## src/rtl/io_terminal_pkg.sv

```systemverilog
// Shared types for the programmed-I/O terminal adapter: FSM state encodings
// and the default character width.
package io_terminal_pkg;

  localparam int DEFAULT_DATA_W = 8;

  typedef enum logic [1:0] {
    I_IDLE = 2'd0,
    I_WSET = 2'd1,
    I_WCLR = 2'd2
  } in_state_t;

  typedef enum logic [1:0] {
    O_SIGNAL = 2'd0,
    O_WSET   = 2'd1,
    O_WOUT   = 2'd2,
    O_SEND   = 2'd3
  } out_state_t;

endpackage

```

## src/rtl/io_fifo.sv

```systemverilog
// Small synchronous FIFO for the terminal input path. Push is ignored when
// full, pop is ignored when empty; simultaneous push/pop keeps count steady.
// Pointers wrap modulo DEPTH (DEPTH must be a power of two, >= 2).
module io_fifo #(
  parameter int DEPTH  = 4,
  parameter int DATA_W = 8
) (
  input  logic              clk,
  input  logic              rst_n,
  input  logic              push,
  input  logic [DATA_W-1:0] push_data,
  input  logic              pop,
  output logic              full,
  output logic              empty,
  output logic [DATA_W-1:0] head
);

  localparam int PTR_W = $clog2(DEPTH);

  logic [DATA_W-1:0] mem_q [DEPTH];
  logic [PTR_W-1:0]  wr_ptr_q, wr_ptr_d;
  logic [PTR_W-1:0]  rd_ptr_q, rd_ptr_d;
  logic [PTR_W:0]    count_q, count_d;
  logic              do_push_s;
  logic              do_pop_s;

  assign full  = (count_q == (PTR_W + 1)'(DEPTH));
  assign empty = (count_q == {(PTR_W + 1){1'b0}});
  assign head  = mem_q[rd_ptr_q];

  // Qualify requests and compute next pointer/count values.
  always_comb begin
    do_push_s = push && !full;
    do_pop_s  = pop && !empty;
    wr_ptr_d  = wr_ptr_q;
    rd_ptr_d  = rd_ptr_q;
    count_d   = count_q;
    if (do_push_s) begin
      wr_ptr_d = wr_ptr_q + PTR_W'(1);
    end else begin
      wr_ptr_d = wr_ptr_q;
    end
    if (do_pop_s) begin
      rd_ptr_d = rd_ptr_q + PTR_W'(1);
    end else begin
      rd_ptr_d = rd_ptr_q;
    end
    case ({do_push_s, do_pop_s})
      2'b10:   count_d = count_q + (PTR_W + 1)'(1);
      2'b01:   count_d = count_q - (PTR_W + 1)'(1);
      default: count_d = count_q;
    endcase
  end

  // Pointer and occupancy registers; reset discards stored contents.
  always_ff @(posedge clk or negedge rst_n) begin
    if (!rst_n) begin
      wr_ptr_q <= {PTR_W{1'b0}};
      rd_ptr_q <= {PTR_W{1'b0}};
      count_q  <= {(PTR_W + 1){1'b0}};
    end else begin
      wr_ptr_q <= wr_ptr_d;
      rd_ptr_q <= rd_ptr_d;
      count_q  <= count_d;
    end
  end

  // Storage array; no reset needed since occupancy gates every read.
  always_ff @(posedge clk) begin
    if (do_push_s) begin
      mem_q[wr_ptr_q] <= push_data;
    end
  end

endmodule

```

## src/rtl/io_terminal_adapter.sv

```systemverilog
// Device-side terminal for the basic computer's INPR/FGI and OUTR/FGO
// programmed-I/O interface. Host bytes are buffered in io_fifo and handed to
// the CPU one at a time through INPR/FGI; bytes the CPU writes with OUT are
// captured from OUTR and streamed to the host.
// Optional build macro IO_TERMINAL_LOOPBACK_EN adds a 'loopback' input that
// routes OUT bytes back into the input FIFO instead of the host stream.
module io_terminal_adapter
  import io_terminal_pkg::*;
#(
  parameter int DEPTH  = 4,
  parameter int DATA_W = DEFAULT_DATA_W
) (
  input  logic              clk,
  input  logic              rst_n,
  input  logic [DATA_W-1:0] in_data,
  input  logic              in_valid,
  output logic              in_ready,
  output logic [DATA_W-1:0] INPR_in,
  output logic              set_FGI,
  input  logic              FGI_out,
  input  logic [DATA_W-1:0] OUTR_out,
  output logic              set_FGO,
  input  logic              FGO_out,
  output logic [DATA_W-1:0] out_data,
  output logic              out_valid,
`ifdef IO_TERMINAL_LOOPBACK_EN
  input  logic              loopback,
`endif
  input  logic              out_ready
);

  in_state_t         in_state_q, in_state_d;
  out_state_t        out_state_q, out_state_d;
  logic [DATA_W-1:0] inpr_q, inpr_d;
  logic              set_fgi_q, set_fgi_d;
  logic              set_fgo_q, set_fgo_d;
  logic [DATA_W-1:0] out_data_q, out_data_d;
  logic              out_valid_q, out_valid_d;

  logic              fifo_full_s;
  logic              fifo_empty_s;
  logic [DATA_W-1:0] fifo_head_s;
  logic              fifo_pop_s;
  logic              fifo_push_s;
  logic [DATA_W-1:0] fifo_push_data_s;
  logic              lb_push_s;

  assign INPR_in   = inpr_q;
  assign set_FGI   = set_fgi_q;
  assign set_FGO   = set_fgo_q;
  assign out_data  = out_data_q;
  assign out_valid = out_valid_q;

  // A loopback push owns the FIFO write port for its cycle, so the host is
  // held off then as well as when the FIFO is full.
  assign in_ready = !fifo_full_s && !lb_push_s;

  // Select the FIFO write source: loopback byte has priority over the host.
  always_comb begin
    fifo_push_s      = 1'b0;
    fifo_push_data_s = in_data;
    if (lb_push_s) begin
      fifo_push_s      = 1'b1;
      fifo_push_data_s = OUTR_out;
    end else begin
      fifo_push_s      = in_valid && in_ready;
      fifo_push_data_s = in_data;
    end
  end

  io_fifo #(
    .DEPTH  (DEPTH),
    .DATA_W (DATA_W)
  ) u_fifo (
    .clk       (clk),
    .rst_n     (rst_n),
    .push      (fifo_push_s),
    .push_data (fifo_push_data_s),
    .pop       (fifo_pop_s),
    .full      (fifo_full_s),
    .empty     (fifo_empty_s),
    .head      (fifo_head_s)
  );

  // Input FSM: offer one byte, pulse set_FGI, then wait for the CPU's
  // FGI set/clear round trip before offering the next. INPR stays put
  // until the FSM is back in idle.
  always_comb begin
    in_state_d = in_state_q;
    inpr_d     = inpr_q;
    set_fgi_d  = 1'b0;
    fifo_pop_s = 1'b0;
    case (in_state_q)
      I_IDLE: begin
        if (!fifo_empty_s && !FGI_out) begin
          inpr_d     = fifo_head_s;
          set_fgi_d  = 1'b1;
          fifo_pop_s = 1'b1;
          in_state_d = I_WSET;
        end else begin
          in_state_d = I_IDLE;
        end
      end
      I_WSET: begin
        if (FGI_out) begin
          in_state_d = I_WCLR;
        end else begin
          in_state_d = I_WSET;
        end
      end
      I_WCLR: begin
        if (!FGI_out) begin
          in_state_d = I_IDLE;
        end else begin
          in_state_d = I_WCLR;
        end
      end
      default: begin
        in_state_d = I_IDLE;
      end
    endcase
  end

  // Output FSM: announce readiness with set_FGO, wait for the CPU to see it
  // and then execute OUT (FGO falls with OUTR already loaded), capture the
  // byte and hand it to the host (or to the input FIFO in loopback).
  always_comb begin
    out_state_d = out_state_q;
    out_data_d  = out_data_q;
    out_valid_d = out_valid_q;
    set_fgo_d   = 1'b0;
    lb_push_s   = 1'b0;
    case (out_state_q)
      O_SIGNAL: begin
        set_fgo_d   = 1'b1;
        out_valid_d = 1'b0;
        out_state_d = O_WSET;
      end
      O_WSET: begin
        if (FGO_out) begin
          out_state_d = O_WOUT;
        end else begin
          out_state_d = O_WSET;
        end
      end
      O_WOUT: begin
        if (!FGO_out) begin
`ifdef IO_TERMINAL_LOOPBACK_EN
          if (loopback) begin
            // OUTR is held by the CPU until its next OUT, which needs FGO
            // set again, so waiting here on a full FIFO is safe.
            if (!fifo_full_s) begin
              lb_push_s   = 1'b1;
              out_state_d = O_SIGNAL;
            end else begin
              out_state_d = O_WOUT;
            end
          end else begin
            out_data_d  = OUTR_out;
            out_valid_d = 1'b1;
            out_state_d = O_SEND;
          end
`else
          out_data_d  = OUTR_out;
          out_valid_d = 1'b1;
          out_state_d = O_SEND;
`endif
        end else begin
          out_state_d = O_WOUT;
        end
      end
      O_SEND: begin
        if (out_ready) begin
          out_valid_d = 1'b0;
          out_state_d = O_SIGNAL;
        end else begin
          out_state_d = O_SEND;
        end
      end
      default: begin
        out_state_d = O_SIGNAL;
      end
    endcase
  end

  // State and registered outputs for both FSMs.
  always_ff @(posedge clk or negedge rst_n) begin
    if (!rst_n) begin
      in_state_q  <= I_IDLE;
      out_state_q <= O_SIGNAL;
      inpr_q      <= {DATA_W{1'b0}};
      set_fgi_q   <= 1'b0;
      set_fgo_q   <= 1'b0;
      out_data_q  <= {DATA_W{1'b0}};
      out_valid_q <= 1'b0;
    end else begin
      in_state_q  <= in_state_d;
      out_state_q <= out_state_d;
      inpr_q      <= inpr_d;
      set_fgi_q   <= set_fgi_d;
      set_fgo_q   <= set_fgo_d;
      out_data_q  <= out_data_d;
      out_valid_q <= out_valid_d;
    end
  end

endmodule
```

## config.mk

```make
export PLATFORM = sky130hd
export DESIGN_NAME = io_terminal_adapter
export DESIGN_NICKNAME = d
export VERILOG_FILES = /design/src/rtl/io_terminal_pkg.sv /design/src/rtl/io_fifo.sv /design/src/rtl/io_terminal_adapter.sv
export SDC_FILE = /design/constraint.sdc
export NUM_CORES = 1
export LEC_CHECK = 0
export ABC_CLOCK_PERIOD_IN_PS = 3050
export CORE_MARGIN = 5
export CORE_UTILIZATION = 56
export DETAILED_ROUTE_END_ITERATION = 8
export PLACE_DENSITY = 0.87
export SLEW_MARGIN = 10
export SYNTH_ARGS = -nofsm -noshare
export SYNTH_HDL_FRONTEND = slang
export SYNTH_SLANG_ARGS = --single-unit
```

## constraint.sdc

```tcl
create_clock -name clk -period 3.05 [get_ports clk]
set_input_delay 0.61 -clock clk [delete_from_list [all_inputs] [get_ports clk]]
set_output_delay 0.61 -clock clk [all_outputs]
set_load 0.1 [all_outputs]
```

; After elaboration in Yosys (flattened, before gate mapping)
; Memories as Yosys holds them, arrays and structs flattened. A register that Yosys moved wholly into a read port is not among the register bits.
; Cells that the tools add are included.
[op_classes]
n_reduce_logical = 16
bitwise_logic = 1
n_mux = 17
n_eq_ne = 10
n_addsub = 4
[op_table]
columns = operator, count
row1 = two-way mux 1 bit, 9
row2 = "equality test 2 bit, second input constant", 4
row3 = two-way mux 2 bit, 4
row4 = one-hot mux 2 bit (4 select lines), 1
row5 = "equality test 2 x 1 -> 1 bit, second input constant", 3
row6 = one-hot mux 2 bit (3 select lines), 1
row7 = one-hot mux 3 bit (2 select lines), 1
row8 = "adder 2 x 1 -> 2 bit, second input constant", 2
row9 = logical AND 1 bit, 4
row10 = zero test 1 bit, 4
row11 = zero test 2 bit, 2
row12 = "!= test 2 bit, second input constant", 2
row13 = AND reduction 2 bit, 2
row14 = "adder 3 x 1 -> 3 bit, second input constant", 1
row15 = "equality test 3 bit, second input constant", 1
row16 = zero test 3 bit, 1
row17 = one-hot mux 1 bit (3 select lines), 1
row18 = AND reduction 3 bit, 1
row19 = nonzero test 3 bit, 1
row20 = "subtractor 3 x 1 -> 3 bit, second input constant", 1
row21 = nonzero test 2 bit, 1
row22 = inverter 1 bit, 1
[totals]
inputBits = 22
regBits = 22
ramBits = 32
memories = 1
output_inout_bits = 20
wordCells = 58
[memory_table]
columns = memory, words, word_bits, read_ports, rd_ports_with_merged_regs, wr, line
row1 = u_fifo.mem_q, 4, 8, 1, 1, 1, io_fifo.sv:20  ; logic [DATA_W-1:0] mem_q [DEPTH];

; Longest topological paths before layout
; Gate-level depths: netlist of the first run.
[depth]
depth_word = 8
depth_mapped = 9
mapped_depth_nobuf = 9

; Hierarchy
; A second synthesis of the first run with hierarchy kept.
[hier_totals]
hier_cells = 137
area_unflattened_um2 = 2494.9
[by_module_without_submodules]
columns = module, seq_area_each_um2, cells_per_inst, area_per_inst_um2, instances
row1 = io_fifo, 1136.1, 79, 1592.8, 1
row2 = io_terminal_adapter, 575.6, 58, 902.1, 1

; Worst setup path after synthesis of the first run
; OpenSTA, ideal clock, no wires.
[synth_path]
path_kind = reg2reg
startpoint = reg u_fifo.count_q[0]
endpoint = reg u_fifo.count_q[2]
slack_ns = 0.759
t_arrival_ns = 2.212
path_stages_with_launch = 10
period_less_slack_ns = 2.291
path_buffers = 0
setup_time_ns = 0.079
cell_sequence = dfrtp_1 > or3b_4 > and2_4 > inv_1 > ha_1 > inv_1 > fa_1 > xor2_1 > nor2_1 > xor2_1
[synth_between]
word_cells_on_any_way = 16
cone_classes = 2 x add/sub / 3 x eq/ne / 3 x mux / 8 x reduce/logical
[synth_rtl]
columns = item, line
row1 = from (decl), io_fifo.sv:23  ; logic [PTR_W:0] count_q, count_d;
row2 = from (signal assigned), io_fifo.sv:60  ; count_q <= {(PTR_W + 1){1'b0}};
row3 = from (signal assigned), io_fifo.sv:64  ; count_q <= count_d;
row4 = equality test 3 bit (*), io_fifo.sv:27  ; assign full = (count_q == (PTR_W + 1)'(DEPTH));
row5 = zero test 1 bit (*), io_terminal_adapter.sv:56  ; assign in_ready = !fifo_full_s && !lb_push_s;
row6 = net in_ready, io_terminal_adapter.sv:17  ; output logic in_ready,
row7 = logical AND 1 bit, io_terminal_adapter.sv:66  ; fifo_push_s = in_valid && in_ready;
row8 = logical AND 1 bit (*), io_fifo.sv:33  ; do_push_s = push && !full;
row9 = equality test 2 x 1 -> 1 bit or equality test 2 bit (tied branches), io_fifo.sv:48  ; case ({do_push_s, do_pop_s})
row10 = one-hot mux 3 bit (2 select lines) or nonzero test 2 bit (tied branches), --
; Mark *: on every way through the listed nets, which the timed path passes. The rest lies on a longest branch.
; A chain may end at the register's enable or synchronous reset.

; Worst setup path after layout of the first run
[layout_path]
startpoint = in FGI_out
endpoint = reg u_fifo.count_q[2]
[layout_between]
elab_chain_cells = 7
word_cells_on_any_way = 9
cone_classes = 2 x eq/ne / 3 x mux / 4 x reduce/logical
[layout_lines]
columns = item, line
row1 = from (decl), io_terminal_adapter.sv:20  ; input logic FGI_out,
row2 = zero test 1 bit (*), --
row3 = logical AND 1 bit (*), io_terminal_adapter.sv:95  ; if (!fifo_empty_s && !FGI_out) begin
row4 = two-way mux 1 bit (*), io_terminal_adapter.sv:95
row5 = two-way mux 1 bit (*), io_terminal_adapter.sv:93  ; case (in_state_q)
row6 = logical AND 1 bit (*), io_fifo.sv:34  ; do_pop_s = pop && !empty;
row7 = equality test 2 x 1 -> 1 bit or equality test 2 bit (tied branches), io_fifo.sv:48
row8 = one-hot mux 3 bit (2 select lines) or nonzero test 2 bit (tied branches), --
; Mark *: on every way between the ends. The rest lies on a longest branch, timed or not.

==> results of run 1 <==
[through the flow]
stage	cell area, um2	util, %
floorplan	2450	-
global placement	2870	66.9
detailed placement	2870	66.9
CTS	3100	72.3
global route	3100	72.3
finish	3100	72.3
[layout make-up]
cell class,instances,area (um2),share of cell area (%)
clock buffers,12,135,4.35
well taps,52,65.1,2.10
inverters,7,26.3,0.846
repair buffers,43,375,12.1
clock inverters,4,95.1,3.06
flip-flops and latches,62,1710,55.1
multi-input cells,66,696,22.4
[registers in the layout, summed over array words and instances (netlist names)]
signal / count
in_state_q: 2
set_FGO: 1
u_fifo.rd_ptr_q: 2
out_data: 8
out_valid: 1
u_fifo.mem_q: 32
out_state_q: 2
u_fifo.wr_ptr_q: 2
u_fifo.count_q: 3
INPR_in: 8
set_FGI: 1
[synthesized netlist by cell type (2+ instances only)]
master and instances:
nor3_1 3, and3_2 4, dfrtp_1 30, nor2_1 3, mux4_2 8, inv_1 7, nor2b_1 2, a21oi_1 2
edfxtp_1 32, xor2_1 5, ha_1 5, mux2_2 16, xnor2_1 2, nand2_1 4
[worst paths after layout]
check                                    endpoint         startpoint  slack [ps]
max in group asynchronous             out_data[3]              rst_n        2100
min in group asynchronous              INPR_in[1]              rst_n         670
worst min-delay path                in_state_q[0]      in_state_q[1]         490
worst max-delay path            u_fifo.count_q[2]            FGI_out         740
worst max register to register  u_fifo.count_q[2]  u_fifo.count_q[0]         810
worst min register to register      in_state_q[0]      in_state_q[1]         490
[metal layers]
layer | wire, um | global-route usage [%]
met5 | 0 | 0
met3 | 170 | 4.61
met1 | 1610 | 18.6
met2 | 2410 | 27.2
met4 | 106 | 9.27
[kinds of logic (layout without fill, tap and decap cells)]
family,Yosys count,after routing
DFF,62,62
muxes,26,26
and+or+nand+nor,22,22
buffers and inverters,11,66
xor gates and xnor gates,7,7
adders and majority gates,6,6
AOI/OAI and AO/OA,5,5
==> impl_metrics.tcl, run 1 <==
set metrics [dict create \
    status "finished clean" \
    cp_num_cells 9 \
    synth-main-ff-cell "edfxtp_1" \
    hpwl_um 3060 \
    yosys.area_share.simple_pct 5.61 \
    period_minus_slack_ps 2310 \
    synth.area.mux_share_pct 15.7 \
    final-setup-viol-count 0 \
    gr-usage-all-layers_pct 16.3 \
    worst-path-max-fanout 3 \
    critPathMaxStageDelay_ps 440 \
    core_um2 4290 \
    ant_nets 0 \
    slew_viol_final 0 \
    grt_pass1_vias 1411 \
    cp_slowest_cell "clkdlybuf4s50_1" \
    syn_inst 139 \
    seq_area_frac_synth_pct 69.7 \
    rsz0062_at_grt "no" \
    dp_cells 230 \
    r2r_cells 9 \
    dp_slack_ps 427 \
    yosysWarnings 0 \
    drcViolationCount 0 \
    viasPerCell 5.36 \
    dieWidth_um 76.2 \
    diodes 0 \
    synth_xor_area_share_pct 2.50 \
    synth_adder_area_share_pct 3.36 \
    clockRootBuffer "clkbuf_8" \
    yosys.area.top_type "edfxtp_1" \
    numCtsBuffers 9 \
    synth_seq_cells 62 \
    cpMostUsedCell "xor2_1" \
    fillers 262 \
    cts_tree "done" \
    stdcell_count 246 \
    start_util_pct 57.2 \
    area_growth_pct 26.5 \
    fmax_ghz 0.434 \
    fin_tns_setup_ps 0 \
    fin_crit_sh_pct 75.6 \
    clkTransAtPathRegs_ps 70 \
    antenna_found_initial 0 \
    dieArea_um2 5810 \
    hold_buffers 0 \
    cts_num_sinks 62 \
    cp_num_buf_inv 2 \
    cts.repair.resized 0 \
    synth_top_area_share_pct 39.1 \
    final_cell_mix "edfxtp_1 (32), dfrtp_1 (30), buf_4 (22)" \
    synth_compound_area_share_pct 1.17 \
    holdWs_ps 486 \
    totalWireLength_um 4300 \
    drv_cap 0 \
    min_path_type "reg2reg" \
    async_flop_share_pct 48.4 \
    crit_arrival_ps 2560 \
    syn_avg_cell_area_um2 17.7 \
    endpoint_kind "flip-flop" \
    synth_area_um2 2450 \
    fin_ws_ps 744 \
    num_vias 1319 \
    tightest_slew_ps 616 \
    drt_pass1_iterations 4 \
    routedWlPerCell_um 17.5 \
    layout-drive-gt1-share_pct 34.5 \
    synth_nets 167 \
    post-cts-setup-buffer-count 0 \
    whs_path_depth 1 \
    grt_max_degree 31 \
    critPathTopFamily "adder cells" \
    synth_top_family_by_area "multiplexers" \
    setup.worst_path.start_class "primary input" \
    drtIter0Drc 64 \
    cts_max_path_buffers 2 \
    rows 24 \
    globalplace.congestion 0.690 \
    netlist-cell-type-count 30 \
    path_class "in2reg" \
    hold_viol_final 0 \
    final_common_cell "edfxtp_1" \
    skew_ps 6.54 \
    clock_latency_ps 330 \
    synth_edf_count 32 \
    die_height_um 76.2 \
    place.port_buffers 41 \
    ios 42 \
    crit_chain "clkdlybuf4s50_1, nor3_1, nor2b_1, ha_1, inv_1, fa_1, xor2_1, nor2_1, xor2_1" \
    grt_pass1_wl_um 7160 \
    max-slew-margin-rel_pct 58.7 \
    required_ps 3300 \
    grt_overflow 0 \
    cts_max_level 3 \
    synth_area_leaders "edfxtp_1 (39%), dfrtp_1 (31%), mux2_2 (7.3%)" \
    nets 217 \
]
Power of run 1 is not shown: default switching activity piles up to over one toggle a cycle in this logic, so the estimate is an artifact.
==> run 2: changes to the inputs <==
--- a/config.mk
+++ b/config.mk
@@ -5,11 +5,11 @@
 export SDC_FILE = /design/constraint.sdc
 export NUM_CORES = 1
 export LEC_CHECK = 0
-export ABC_CLOCK_PERIOD_IN_PS = 3050
+export ABC_CLOCK_PERIOD_IN_PS = 2200
 export CORE_MARGIN = 5
-export CORE_UTILIZATION = 56
+export CORE_UTILIZATION = 52
 export DETAILED_ROUTE_END_ITERATION = 8
-export PLACE_DENSITY = 0.87
+export PLACE_DENSITY = 0.82
 export SLEW_MARGIN = 10
 export SYNTH_ARGS = -nofsm -noshare
 export SYNTH_HDL_FRONTEND = slang
==> constraint.sdc (replaced) <==
create_clock -name clk -period 2.2 [get_ports clk]
set_input_delay 0.44 -clock clk [delete_from_list [all_inputs] [get_ports clk]]
set_output_delay 0.44 -clock clk [all_outputs]
set_load 0.1 [all_outputs]
==> run 2 against run 1 <==
Flip-flop and latch count stayed put. Register-to-register slack got worse by 670 ps. Utilization fell by 5.6 points. Hold slack improved by 22 ps. Global-route usage fell by 0.52 points. First-iteration DRC count is 20% higher. Via count grew 2.0%. Critical path depth unchanged. Setup slack got worse by 610 ps. Largest cell class unchanged. Highest routed layer unchanged.
==> impl_metrics.tcl, run 2 (same netlist as run 1, synthesis figures left out) <==
set metrics [dict create \
    drtIter0Drc 77 \
    path_class "in2reg" \
    largest_register "u_fifo.mem_q" \
    hpwl_um 3180 \
    wl_met2_um 2670 \
    grt_pass1_vias 1519 \
    dr_wl_met3_um 184 \
    r2r-end "u_fifo.count_q[2]" \
    min_path_type "in2async" \
    cts_max_level 3 \
    clock_latency_ps 320 \
    grt_overflow 0 \
    diodes 0 \
    slew_viol_final 0 \
    max-slew-margin-rel_pct 63.5 \
    stdcell_count 255 \
    skew_ps 5.32 \
    dieWidth_um 78.7 \
    grt_pass1_wl_um 7190 \
    fin_crit_sh_pct 94.1 \
    endpoint_kind "flip-flop" \
    fin_area_um2 3110 \
    hold_viol_final 0 \
    required_ps 2440 \
    totalWireLength_um 4390 \
    reg2reg_setup_slack_ps 140 \
    final_cell_mix "edfxtp_1 (32), dfrtp_1 (30), buf_4 (29)" \
    period_minus_slack_ps 2070 \
    status "finished clean" \
    area_growth_pct 26.6 \
    dp_cells 236 \
    top_layer_used "met4" \
    multi_input_area_um2 718 \
    largest_reg_flops 32 \
    die_height_um 78.7 \
    worst-path-max-fanout 3 \
    fmax_ghz 0.483 \
    dpl_cell_area_um2 2920 \
    r2r_cells 9 \
    cts_num_sinks 62 \
    drv_cap 0 \
    rows 25 \
    cts_tree "done" \
    gr-usage-all-layers_pct 15.7 \
    core_um2 4660 \
    final_common_cell "edfxtp_1" \
    drcViolationCount 0 \
    viasPerCell 5.28 \
    hold_buffers 0 \
    dp_slack_ps -306 \
    layout-drive-gt1-share_pct 39.8 \
    antenna_found_initial 0 \
    seq_area_um2 1710 \
    crit_arrival_ps 2310 \
    numCtsBuffers 9 \
    num_vias 1346 \
    fin_ws_ps 131 \
    ant_nets 0 \
    tightest_slew_ps 548 \
    start_util_pct 52.7 \
    routedWlPerCell_um 17.2 \
    final-setup-viol-count 0 \
    drt_pass1_iterations 4 \
    globalplace.congestion 0.709 \
    nets 224 \
    dieArea_um2 6200 \
    fillers 332 \
    clkTransAtPathRegs_ps 60 \
    setup.worst_path.start_class "primary input" \
    cts_max_path_buffers 2 \
    grt_max_degree 31 \
    final_util_pct 66.7 \
    rr_startpoint "u_fifo.count_q[1]" \
    ios 42 \
    place.port_buffers 41 \
    drt-met1-wl_um 1470 \
    clockRootBuffer "clkbuf_8" \
]
run 2: area by class of cell:
type                    count  area share, %
clock buffers               9           3.99
well taps                  54           2.17
clock inverters             7           1.01
multi-input cells          66           23.1
flip-flops and latches     62           55.1
inverters                   7          0.846
repair buffers             50           13.8
run 2: metrics by stage:
stage / TNS, ps / hold WS, ps
after CTS: 0 / 499
after detailed placement: -490 / 491
after global placement: -306 / 473
after global routing: -33.2 / 533
final: 0 / 508
after floorplan: 0 / 144
run 2: per-layer routing:
metal  vias to the layer above  global-route usage, %
met5                         -                      0
met4                         0                   7.87
li1                        620                      -
met1                       688                   16.7
met2                        32                   29.2
met3                         6                   3.51
run 2: what timing repair did:
item / in CTS / in global routing
setup buffers: 0 / 3
gates resized for setup: 0 / 2
endpoints found under the setup margin: 0 / 1
run 2: how the worst max path moves through the flow:
| stage | start | to | slack, ps |
|---|---|---|---|
| after detailed placement | FGI_out | u_fifo.count_q[2] | -310 |
| after floorplan | u_fifo.count_q[0] | u_fifo.count_q[2] | 10 |
| after global routing | FGI_out | u_fifo.count_q[2] | -30 |
| after global placement | FGI_out | u_fifo.count_q[2] | -220 |
| final | FGI_out | u_fifo.count_q[2] | 130 |
| after CTS | FGI_out | u_fifo.count_q[2] | 1 |
run 2: worst max-delay path, cell delays in order:
cell,delay [ps]
clkdlybuf4s50_1,460
nor3_2,170
nor2b_2,260
ha_4,170
inv_2,40
fa_2,350
xor2_1,150
nor2_1,110
xor2_1,160
Power of run 2 is left out for the same reason.
==> run 3: changes to the inputs <==
--- a/config.mk
+++ b/config.mk
@@ -5,11 +5,11 @@
 export SDC_FILE = /design/constraint.sdc
 export NUM_CORES = 1
 export LEC_CHECK = 0
-export ABC_CLOCK_PERIOD_IN_PS = 2200
+export ABC_CLOCK_PERIOD_IN_PS = 1700
 export CORE_MARGIN = 5
-export CORE_UTILIZATION = 52
+export CORE_UTILIZATION = 47
 export DETAILED_ROUTE_END_ITERATION = 8
-export PLACE_DENSITY = 0.82
+export PLACE_DENSITY = 0.78
 export SLEW_MARGIN = 10
 export SYNTH_ARGS = -nofsm -noshare
 export SYNTH_HDL_FRONTEND = slang
==> constraint.sdc (replaced) <==
create_clock -name clk -period 1.7 [get_ports clk]
set_input_delay 0.34 -clock clk [delete_from_list [all_inputs] [get_ports clk]]
set_output_delay 0.34 -clock clk [all_outputs]
set_load 0.1 [all_outputs]
==> run 3 against run 2 <==
The flow now finishes with violations (setup timing). Clock skew up 2.6 ps. Via count up 3.1%. First-iteration DRC count down 21%. Hold slack worse by 110 ps. Count of clock-buffer cells in the layout up 1. Utilization up 4.1 points. Final area up 16%. Flip-flop and latch count unchanged. Setup slack worse by 400 ps. Global-route usage up 0.98 points. Final cell count up 9.8%. Non-clock buffer count up 9. Critical endpoint unchanged. Highest routed layer unchanged.
==> impl_metrics.tcl, run 3 (same netlist as run 1, synthesis figures left out) <==
set metrics [dict create \
    status "complete, but fails checks" \
    failed_checks "setup timing" \
    use_met2_pct 28.9 \
    fin_ws_ps -264 \
    routedWlPerCell_um 17.6 \
    hold_viol_final 0 \
    layout-drive-gt1-share_pct 44.3 \
    seq_area_um2 1710 \
    dieArea_um2 6770 \
    clock_latency_ps 340 \
    ant_nets 0 \
    antenna_found_initial 0 \
    rsz0062_at_grt "yes" \
    numCtsBuffers 9 \
    required_ps 1970 \
    drv_cap 0 \
    area_growth_pct 46.3 \
    period_minus_slack_ps 1960 \
    cts_max_level 3 \
    ios 42 \
    skew_ps 7.95 \
    path_class "reg2reg" \
    cts_num_sinks 62 \
    grt_overflow 0 \
    fin_area_um2 3590 \
    clockRootBuffer "clkbuf_8" \
    cp_num_buf_inv 2 \
    cp_slowest_cell "or3b_4" \
    gr-usage-all-layers_pct 16.7 \
    final_cell_mix "edfxtp_1 (32), dfrtp_1 (30), clkdlybuf4s50_1 (21), buf_12 (21)" \
    tightest_slew_ps 463 \
    critPathTopFamily "simple AND/OR/NAND/NOR gates" \
    crit_arrival_ps 2230 \
    drt_pass1_iterations 4 \
    grt_max_degree 31 \
    nets 233 \
    core_um2 5070 \
    start_util_pct 48.4 \
    dieWidth_um 82.3 \
    drcViolationCount 0 \
    globalplace.congestion 0.776 \
    use_met3_pct 4.99 \
    min_path_type "in2async" \
    hold_buffers 0 \
    fin_tns_setup_ps -604 \
    fin_crit_sh_pct 116 \
    largest_register "u_fifo.mem_q" \
    fillers 336 \
    final_common_cell "edfxtp_1" \
    largest_reg_flops 32 \
    grt_pass1_vias 1576 \
    cts_tree "done" \
    dpl_cell_area_um2 3260 \
    cts_max_path_buffers 2 \
    num_vias 1388 \
    diodes 0 \
    place.port_buffers 41 \
    grt_use_met1_pct 17.6 \
    endpoint_kind "flip-flop" \
    clkTransAtPathRegs_ps 70 \
    grt_pass1_wl_um 7710 \
    setup.worst_path.start_class "flip-flop" \
    slew_viol_final 0 \
    drtIter0Drc 61 \
    viasPerCell 4.96 \
    worst-path-max-fanout 2 \
    max-slew-margin-rel_pct 69.1 \
    critPathMaxStageDelay_ps 400 \
    rows 26 \
    grt-busiest-layer "met2" \
    multi_input_area_um2 734 \
    totalWireLength_um 4930 \
    fmax_ghz 0.509 \
    hpwl_um 3360 \
    crit_chain "or3b_4, and2_4, inv_2, ha_4, inv_2, fa_2, xor2_1, nor2_1, xor2_1" \
    die_height_um 82.3 \
    final-setup-viol-count 3 \
]
[run 3: changes by cell type in the layout (fill, tap and decap cells not counted)]
cell | previous run | this run
buf_12 | 0 | 21
buf_4 | 29 | 16
bufinv_16 | 0 | 4
clkinv_1 | 3 | 0
clkinv_2 | 4 | 1
buf_6 | 0 | 1
clkbuf_8 | 9 | 10
clkinvlp_4 | 0 | 1
nor2b_2 | 1 | 0
nor2b_4 | 0 | 1
nor3_1 | 2 | 1
nor3_4 | 0 | 1
[run 3: path summary, 6_finish.rpt]
kind                                endpoint              start  cells after the start  slack, ps
min in group clk                  INPR_in[5]         INPR_in[5]                      1        570
max in group asynchronous         INPR_in[3]              rst_n                      2       1000
hold / removal                    INPR_in[6]              rst_n                      2        400
setup reg to reg           u_fifo.count_q[2]  u_fifo.count_q[0]                      9       -260
setup / recovery           u_fifo.count_q[2]  u_fifo.count_q[0]                      9       -260
hold reg to reg                   INPR_in[5]         INPR_in[5]                      1        570
[run 3: repair_timing]
action / in CTS / in global routing
resized for setup: 2 / 4
pin swaps: 1 / 4
setup buffers: 2 / 2
endpoints found under the setup margin: 11 / 4
[run 3: metal layers]
layer | wire length (um) | up-vias
li1 | - | 642
met1 | 1820 | 702
met2 | 2750 | 30
met3 | 203 | 14
met4 | 155 | 0
met5 | 0 | -
[run 3: final cells by class]
type,instances,area share [%]
tap,70,2.44
timing repair buffer,59,21.2
inverter,7,0.731
clock buffer,10,3.83
clock inverter,6,3.69
multi-input combinational,66,20.4
sequential,62,47.6
[run 3: worst register-to-register path, cell delays in order (launching register included)]
cell and delay, ps:
dfrtp_1 390, or3b_4 400, and2_4 150, inv_2 60
ha_4 120, inv_2 40, fa_2 320, xor2_1 150
nor2_1 120, xor2_1 140
[run 3: stage by stage]
stage	utilization (%)	hold WS, ps	cells	setup slack, ps
2_1_floorplan	-	44.4	139	-489
3_3_place_gp	64.3	513	260	-564
3_5_place_dp	64.3	538	260	-718
4_1_cts	70.1	403	278	-290
5_1_grt	70.8	416	280	-395
6_report	70.8	402	280	-264
Power of run 3 is left out for the same reason.
